## src/rtl/stream_mux_pkg.sv

```systemverilog
// Shared types and helpers for the N-channel stream multiplexer.
// Optional feature macro used by this slice: STREAM_MUX_BEAT_CNT_EN (per-packet beat index output).
package stream_mux_pkg;

    typedef enum logic {
        IDLE   = 1'b0,
        LOCKED = 1'b1
    } state_t;

    localparam int BEAT_CNT_W = 16;
    localparam int FILL_MAX_W = 64;

    // All-ones pattern of the requested width, right-aligned in a wide word
    function automatic logic [FILL_MAX_W-1:0] fill_of(input int width);
        logic [FILL_MAX_W-1:0] v;
        v = '0;
        for (int i = 0; i < FILL_MAX_W; i++) begin
            if (i < width) v[i] = 1'b1;
        end
        return v;
    endfunction

endpackage

```

## src/rtl/stream_mux_out_reg.sv

```systemverilog
// Single-entry registered output stage with valid/ready handshake.
// Optional feature macro: STREAM_MUX_BEAT_CNT_EN adds a beat-index field to the payload.
module stream_mux_out_reg
    import stream_mux_pkg::*;
#(
    parameter int WIDTH = 16,
    parameter int SEL_W = 4
) (
    input  logic                  clk,
    input  logic                  rst_n,
    input  logic                  load,
    input  logic [WIDTH-1:0]      load_data,
    input  logic                  load_last,
    input  logic                  load_err,
    input  logic [SEL_W-1:0]      load_ch,
`ifdef STREAM_MUX_BEAT_CNT_EN
    input  logic [BEAT_CNT_W-1:0] load_beat,
    output logic [BEAT_CNT_W-1:0] out_beat,
`endif
    input  logic                  out_ready,
    output logic                  out_valid,
    output logic [WIDTH-1:0]      out_data,
    output logic                  out_last,
    output logic                  out_err,
    output logic [SEL_W-1:0]      out_ch,
    output logic                  slot_free
);

    assign slot_free = !out_valid || out_ready;

    // Capture a new beat when loaded, otherwise drop valid once the consumer takes it
    always_ff @(posedge clk or negedge rst_n) begin
        if (!rst_n) begin
            out_valid <= 1'b0;
            out_data  <= '0;
            out_last  <= 1'b0;
            out_err   <= 1'b0;
            out_ch    <= '0;
        end else if (load) begin
            out_valid <= 1'b1;
            out_data  <= load_data;
            out_last  <= load_last;
            out_err   <= load_err;
            out_ch    <= load_ch;
        end else if (out_ready) begin
            out_valid <= 1'b0;
        end
    end

`ifdef STREAM_MUX_BEAT_CNT_EN
    // Beat index travels with the rest of the payload
    always_ff @(posedge clk or negedge rst_n) begin
        if (!rst_n) begin
            out_beat <= '0;
        end else if (load) begin
            out_beat <= load_beat;
        end
    end
`endif

endmodule

```

## src/rtl/stream_mux_n.sv

```systemverilog
// N-channel streaming multiplexer: a select request locks one input lane for a whole
// packet and forwards its beats through a single registered output stage; an
// out-of-range select emits one FILL error beat per cycle instead of data.
// Optional feature macro: STREAM_MUX_BEAT_CNT_EN (adds out_beat, beat index in packet).
module stream_mux_n
    import stream_mux_pkg::*;
#(
    parameter int              N_CH  = 9,
    parameter int              WIDTH = 16,
    parameter int              SEL_W = 4,
    parameter logic [WIDTH-1:0] FILL = WIDTH'(fill_of(WIDTH))
) (
    input  logic                  clk,
    input  logic                  rst_n,
    input  logic [SEL_W-1:0]      sel,
    input  logic                  sel_valid,
    input  logic [N_CH-1:0]       in_valid,
    output logic [N_CH-1:0]       in_ready,
    input  logic [WIDTH-1:0]      in_data [N_CH],
    input  logic [N_CH-1:0]       in_last,
    output logic                  out_valid,
    input  logic                  out_ready,
    output logic [WIDTH-1:0]      out_data,
    output logic                  out_last,
    output logic                  out_err,
`ifdef STREAM_MUX_BEAT_CNT_EN
    output logic [BEAT_CNT_W-1:0] out_beat,
`endif
    output logic [SEL_W-1:0]      out_ch
);

    localparam logic [SEL_W:0] N_CH_CODE = (SEL_W+1)'(N_CH);

    state_t           state, state_nxt;
    logic [SEL_W-1:0] lock_sel, lock_sel_nxt;
    logic [SEL_W-1:0] cur_sel;
    logic             in_range;
    logic             grant;
    logic             slot_free;
    logic             transfer;
    logic             fill_req;
    logic             load;
    logic [WIDTH-1:0] mux_data;
    logic             mux_last;
    logic [WIDTH-1:0] load_data;
    logic             load_last;

    assign cur_sel  = (state == LOCKED) ? lock_sel : sel;
    assign in_range = {1'b0, cur_sel} < N_CH_CODE;
    assign grant    = rst_n && slot_free && in_range && (state == LOCKED || sel_valid);
    assign fill_req = rst_n && (state == IDLE) && sel_valid && !in_range && slot_free;
    assign transfer = |(in_valid & in_ready);
    assign load     = transfer || fill_req;

    // Select the active lane's payload and raise ready only on that lane
    always_comb begin
        in_ready = '0;
        mux_data = '0;
        mux_last = 1'b0;
        for (int k = 0; k < N_CH; k++) begin
            if (cur_sel == SEL_W'(k)) begin
                in_ready[k] = grant;
                mux_data    = in_data[k];
                mux_last    = in_last[k];
            end
        end
    end

    assign load_data = fill_req ? FILL : mux_data;
    assign load_last = fill_req ? 1'b1 : mux_last;

    // Packet lock register: holds the owning lane until its last beat transfers
    always_ff @(posedge clk or negedge rst_n) begin
        if (!rst_n) begin
            state    <= IDLE;
            lock_sel <= '0;
        end else begin
            state    <= state_nxt;
            lock_sel <= lock_sel_nxt;
        end
    end

    // Next-state: lock on a non-final first beat, release on the final beat
    always_comb begin
        state_nxt    = state;
        lock_sel_nxt = lock_sel;
        case (state)
            IDLE: begin
                if (transfer && !mux_last) begin
                    state_nxt    = LOCKED;
                    lock_sel_nxt = sel;
                end
            end
            LOCKED: begin
                if (transfer && mux_last) state_nxt = IDLE;
            end
            default: state_nxt = IDLE;
        endcase
    end

`ifdef STREAM_MUX_BEAT_CNT_EN
    logic [BEAT_CNT_W-1:0] beat_cnt;
    logic [BEAT_CNT_W-1:0] load_beat;

    assign load_beat = fill_req ? '0 : beat_cnt;

    // Index of the next beat in the packet; saturates and clears after the last beat
    always_ff @(posedge clk or negedge rst_n) begin
        if (!rst_n) begin
            beat_cnt <= '0;
        end else if (transfer) begin
            if (mux_last)
                beat_cnt <= '0;
            else if (beat_cnt != '1)
                beat_cnt <= beat_cnt + 1'b1;
        end
    end
`endif

    stream_mux_out_reg #(
        .WIDTH (WIDTH),
        .SEL_W (SEL_W)
    ) u_out_reg (
        .clk       (clk),
        .rst_n     (rst_n),
        .load      (load),
        .load_data (load_data),
        .load_last (load_last),
        .load_err  (fill_req),
        .load_ch   (cur_sel),
`ifdef STREAM_MUX_BEAT_CNT_EN
        .load_beat (load_beat),
        .out_beat  (out_beat),
`endif
        .out_ready (out_ready),
        .out_valid (out_valid),
        .out_data  (out_data),
        .out_last  (out_last),
        .out_err   (out_err),
        .out_ch    (out_ch),
        .slot_free (slot_free)
    );

endmodule

```

## config.mk

```make
export PLATFORM = sky130hd
export DESIGN_NAME = stream_mux_n
export DESIGN_NICKNAME = d
export VERILOG_FILES = /design/src/rtl/stream_mux_pkg.sv /design/src/rtl/stream_mux_out_reg.sv /design/src/rtl/stream_mux_n.sv
export SDC_FILE = /design/constraint.sdc
export NUM_CORES = 1
export LEC_CHECK = 0
export BUFFER_PORTS_ARGS = -buffer_cell sky130_fd_sc_hd__buf_2
export CORE_ASPECT_RATIO = 1.75
export CORE_UTILIZATION = 42
export CTS_BUF_LIST = sky130_fd_sc_hd__clkbuf_8 sky130_fd_sc_hd__clkbuf_16
export CTS_CLUSTER_SIZE = 12
export DETAILED_ROUTE_END_ITERATION = 10
export PLACE_DENSITY_LB_ADDON = 0.12
export SETUP_SLACK_MARGIN = 0.4
export SKIP_LAST_GASP = 1
export SYNTH_ARGS = -nofsm -noshare
export SYNTH_HDL_FRONTEND = slang
export SYNTH_HIERARCHICAL = 1
export SYNTH_SLANG_ARGS = --single-unit
```

## constraint.sdc

```tcl
create_clock -name clk -period 2.87 [get_ports clk]
set_clock_uncertainty 0.05 [all_clocks]
set_input_delay 0 -clock clk [delete_from_list [all_inputs] [get_ports clk]]
set_output_delay 0 -clock clk [all_outputs]
set_load 0.1 [all_outputs]
```

# After elaboration in Yosys (flattened, before gate mapping)
# Cells that the tools add are included.
[word_totals]
register_bits = 28
output_inout_bits = 32
word_cells = 72
input_bits = 170
[op_classes]
magnitude_cmp = 1
n_reduce_logical = 19
bitwise = 2
n_mux = 35
eq_ne = 8
[ops]
columns = ["operator", "n"]
rows = [
  ["2-to-1 mux 16 bit", 10],
  ["2-to-1 mux 1 bit", 23],
  ["equality test 4 x 3 -> 1 bit, second input constant", 4],
  ["bitwise AND 9 bit", 1],
  ["logical AND 1 bit", 9],
  ["OR reduction 9 bit", 1],
  ["equality test 4 x 2 -> 1 bit, second input constant", 2],
  ["equality test 4 x 1 -> 1 bit, second input constant", 1],
  ["equality test 4 bit, second input constant", 1],
  ["zero test 4 bit", 1],
  ["< comparator 4 bit, second input constant", 1],
  ["2-to-1 mux 4 bit", 1],
  ["zero test 1 bit", 3],
  ["logical OR 1 bit", 3],
  ["case mux 1 bit (2 select lines)", 1],
  ["AND reduction 2 bit", 1],
  ["nonzero test 2 bit", 1],
  ["NOT 1 bit", 1],
]

# Logic depth before layout (Yosys ltp)
[depth]
depth_word = 15
ltp_mapped = 11

# Modules after synthesis
# Netlist, hierarchy kept.
[modules_own_cells]
columns = ["module", "cells_each", "instances", "area_each_um2"]
rows = [
  ["stream_mux_n", 297, 1, 2013.2],
  ["stream_mux_out_reg", 49, 1, 858.3],
]

# Worst setup path before layout
# OpenSTA, ideal clock, no wires.
[synth_timing]
path_type = "register to output"
start = "register u_out_reg.out_valid"
end = "output in_ready[5]"
path_slack_ns = -0.566
path_stages_with_launch = 5
t_arrival_ns = 3.386
cell_sequence = "dfrtp_1 -> nand2b_1 -> o211a_1 -> o31ai_1 -> nor3_1"
[synth_between]
elab_chain_cells = 6
[synth_rtl]
columns = ["item", "line", "rtl"]
rows = [
  ["from (decl)", "stream_mux_out_reg.sv:21", "output logic out_valid,"],
  ["from (signal assigned)", "stream_mux_out_reg.sv:34", "out_valid <= 1'b0;"],
  ["from (signal assigned)", "stream_mux_out_reg.sv:40", "out_valid <= 1'b1;"],
  ["from (signal assigned)", "stream_mux_out_reg.sv:46", "out_valid <= 1'b0;"],
  ["zero test 1 bit", "stream_mux_out_reg.sv:29", "assign slot_free = !out_valid || out_ready;"],
  ["logical OR 1 bit", "stream_mux_out_reg.sv:29", ""],
  ["named net slot_free", "stream_mux_n.sv:39", "logic slot_free;"],
  ["logical AND 1 bit (3 in a row)", "stream_mux_n.sv:50", "assign grant = rst_n && slot_free && in_range && (state == LOCKED || sel_valid);"],
  ["2-to-1 mux 1 bit", "stream_mux_n.sv:61", "if (cur_sel == SEL_W'(k)) begin"],
  ["to (decl)", "stream_mux_n.sv:18", "output logic [N_CH-1:0] in_ready,"],
]
# The timed path passes the listed nets, and every way through them passes these cells.

# Worst setup path in the final report
[layout_timing]
start = "register state"
end = "register u_out_reg.out_data[14]"
[layout_between]
elab_chain_cells = 12
[layout_rtl]
columns = ["item", "line", "rtl"]
rows = [
  ["from (decl)", "stream_mux_n.sv:34", "state_t state, state_nxt;"],
  ["from (signal assigned)", "stream_mux_n.sv:78", "state <= state_nxt;"],
  ["2-to-1 mux 4 bit", "stream_mux_n.sv:48", "assign cur_sel = (state == LOCKED) ? lock_sel : sel;"],
  ["zero test 4 bit", "stream_mux_n.sv:61", ""],
  ["2-to-1 mux 16 bit (9 in a row)", "stream_mux_n.sv:61", ""],
  ["2-to-1 mux 16 bit (*)", "stream_mux_n.sv:69", "assign load_data = fill_req ? FILL : mux_data;"],
  ["named net load_data[14]", "stream_mux_n.sv:45", "logic [WIDTH-1:0] load_data;"],
  ["to (signal assigned)", "stream_mux_out_reg.sv:41", "out_data <= load_data;"],
  ["to (decl)", "stream_mux_out_reg.sv:22", "output logic [WIDTH-1:0] out_data,"],
]
# The timed path passes the listed nets; every way through them passes the cells marked *.
# A chain may end at the register's enable or synchronous reset.

==> key figures <==
STA
  • Final setup fails: 0
  • FMAX: 395.7 MHz
  • Slew @ Worst Pin: 0.6512 ns
  • Final Max Tran Viols: 0
  • Tcrit/Tclk final: 88.07%
  • Crit path time final: 2.527 ns
  • RSZ-0062 raised after global routing: true
  • Slew headroom: 56.40%
  • Final Hold Fails: 0
  • Sum Neg Setup Slack: 0 ns

Floorplanning
  • Core area: 0.006588 mm²
  • Die width: 64.51 µm
  • FP Rows: 39
  • Die H: 111.4 µm
  • # IOs: 202
  • Die area: 0.007185 mm²
  • Initial Util: 43.59%

Final layout
  • Footprint of the multi-input gates: 0.002122 mm²
  • ANT cells: 0
  • Final nets: 732
  • # fillers: 581
  • Most frequent cells in the layout: buf_2 (197), a21oi_1 (42), buf_4 (31)
  • Register area: 705.7 µm²
  • Share of layout cells above drive strength 1: 56.33%
  • Area growth syn-to-layout: 55.34%
  • Most common cell after layout, fill and taps aside: buf_2
  • Fin util: 67.71%

Route
  • DRT iter0 DRCs: 228
  • TritonRoute pass-1 iters: 5
  • Avg WL per Cell: 19.38 µm
  • Post-route ant nets: 0
  • Drt drc: 0
  • Vias: 3,714
  • Final WL: 12,460 µm
  • Vias per inst: 5.776

Clock network
  • CTS tree: yes
  • H-tree Lvls: 1
  • Root buffer cell: clkbuf_16
  • Clock Latency Late Sink: 0.26 ns
  • CTS buffer count: 3
  • CTS max path bufs: 2
  • Clk pin slew, worst setup/hold paths: 0.07 ns
  • CTS Sinks: 28

Global route
  • Initial antenna violation count: 0
  • First-pass GRT wire length: 18,730 µm
  • Vias in the first global route: 3,725
  • GRT Util Overall: 34.20%
  • GR Overflow Total: 0
  • Largest net degree at the start of global routing: 29

Job
  • MaxCap Viol Count: 0

Logic synthesis
  • Register bit total from synthesis: 28
  • Top_reg_cell synth: dfrtp_1
  • Synth Area per Inst: 8.299 µm²
  • Post-synth EDFFs: 0
  • Asr flop ratio synth: 100.0%
  • Seq/Total Area, Yosys: 24.40%
  • Post-synthesis net count: 516
  • Synth cell types: 54
  • Mapped Area: 0.002872 mm²
  • Ys Warns: 6
  • Post-Syn Instances: 346

Critical path
  • CP arrival: 2.63 ns
  • CP Capture Type: flop
  • R2R cell count: 7
  • R2R setup slack: 0.34 ns
  • Critical path's slowest cell: dfrtp_2
  • Critical Path, Cell by Cell: buf_8 -> and3b_1 -> or2_4 -> a222oi_1 -> o21ai_1 -> a221o_1 -> mux2_2
  • Startpoint of the worst register-to-register path: state
  • CP max stage delay: 0.50 ns
  • Reg2reg end: u_out_reg/out_data[14]
  • Startpoint types: flop
  • Crit Path Category: flop to flop
  • Worst-path fanout max: 10
  • Worst EP required: 2.97 ns

Hold path
  • Min-Delay Endpoint: u_out_reg/out_data[12]
  • HP Start: in_data[12]
  • Hold depth: 4
  • Worst hold path type: input port to flop

Placement
  • I/O Buffers: 201
  • Final HPWL DP: 10,050 µm
  • GP Congestion: 0.9581

Run status
  • Status: complete, no violations

Pwr
  • PD cells: 1252 mW/mm²
  • Static Leak: 2.182 nW
  • Max VDD drop: 810.7 µV
## metrics by stage
stage                     power [mW]  setup WS [ns]  hold WS (ns)  instance area [µm²]  cells
after floorplan                3.878         0.3840       -0.3456                 2905    346
after global placement         4.870       -0.02355     -0.009861                 4108    629
after detailed placement       4.921       -0.05634     -0.008976                 4108    629
after CTS                      5.461         0.3798       0.04558                 4372    642
after global routing           5.846         0.2685       0.07413                 4461    643
final                          5.585         0.3425       0.04297                 4461    643
## layout make-up
| cell class | instances | area share (%) |
|---|---|---|
| flip-flops and latches | 28 | 15.82 |
| well taps | 82 | 2.300 |
| clock buffers | 4 | 1.992 |
| multi-input cells | 272 | 47.57 |
| inverters | 19 | 1.599 |
| repair buffers | 238 | 30.72 |
## cell families after synthesis
| logic type | Yosys count | share of synthesized area [%] |
|---|---|---|
| compound gates | 166 | 36.95 |
| buf+inv | 46 | 7.756 |
| flops | 28 | 24.40 |
| mux | 46 | 19.00 |
| simple gates | 60 | 11.90 |
## power by group
part	leakage, nW	switching, mW	total [mW]	internal (mW)
logic	1.80	2.87	4.48	1.61
registers	0.342	0.175	0.760	0.585
clock network	0.0442	0.129	0.342	0.214
total	2.18	3.17	5.58	2.41
## sequential cells by signal, indices dropped and copies added (netlist names)
signal	cells
u_out_reg/out_err	1
u_out_reg/out_last	1
u_out_reg/out_ch	4
lock_sel	4
u_out_reg/out_valid	1
state	1
u_out_reg/out_data	16
## Yosys cell counts, types with 2 or more instances
library cell | n | share of area (%)
or2_1 | 4 | 0.87
nor3b_1 | 3 | 0.78
buf_2 | 7 | 1.2
o31ai_1 | 2 | 0.52
nor3_1 | 6 | 1.0
and3b_1 | 3 | 0.92
dfrtp_1 | 28 | 24
o21a_1 | 3 | 0.78
clkbuf_1 | 13 | 1.7
o22a_1 | 11 | 3.4
and3_1 | 3 | 0.65
o22ai_1 | 26 | 5.7
a221oi_1 | 4 | 1.2
o221ai_1 | 14 | 4.3
a22oi_1 | 3 | 0.78
mux4_2 | 2 | 1.6
nand2_1 | 8 | 1.0
inv_1 | 16 | 2.1
a21oi_1 | 43 | 7.5
inv_2 | 3 | 0.39
a211oi_1 | 3 | 0.78
nand2b_1 | 3 | 0.65
mux2i_1 | 16 | 5.6
mux2_2 | 23 | 9.0
mux2_4 | 3 | 1.6
o21ai_1 | 14 | 2.4
nor2_1 | 17 | 2.2
buf_6 | 3 | 1.2
buf_4 | 2 | 0.52
o21ai_0 | 32 | 5.6
or2_2 | 3 | 0.65
a221o_1 | 3 | 1.0
## critical path, delay by kind of cell, from the launching register on
kind            cells  cell delay, ns
compound gates      3            0.93
buf+inv             1            0.18
flops               1            0.50
mux                 1            0.27
simple gates        2            0.48
## how the worst max path moves through the flow
stage	from	end
after floorplan	state	in_ready[5]
after global placement	state	u_out_reg/out_data[11]
after detailed placement	state	u_out_reg/out_ch[0]
after CTS	state	u_out_reg/out_data[15]
after global routing	state	u_out_reg/out_data[15]
final	state	u_out_reg/out_data[14]
## repair_timing
item / in CTS / in global routing
hold endpoints to repair: 28 / 0
hold buffers: 2 / 0
setup endpoints to repair: 31 / 28
resized for setup: 21 / 20
pin swaps: 5 / 11
setup buffers: 7 / 1
## per-layer routing
metal,part of all wire (%),vias up,wire length (µm),GRT usage (%)
li1,-,1780,-,-
met1,38,1728,4730,39.83
met2,53,176,6574,62.53
met3,5.4,30,678,2.971
met4,3.8,0,476,13.48
met5,0,-,0,0
Power figures use the tool's default switching activity.
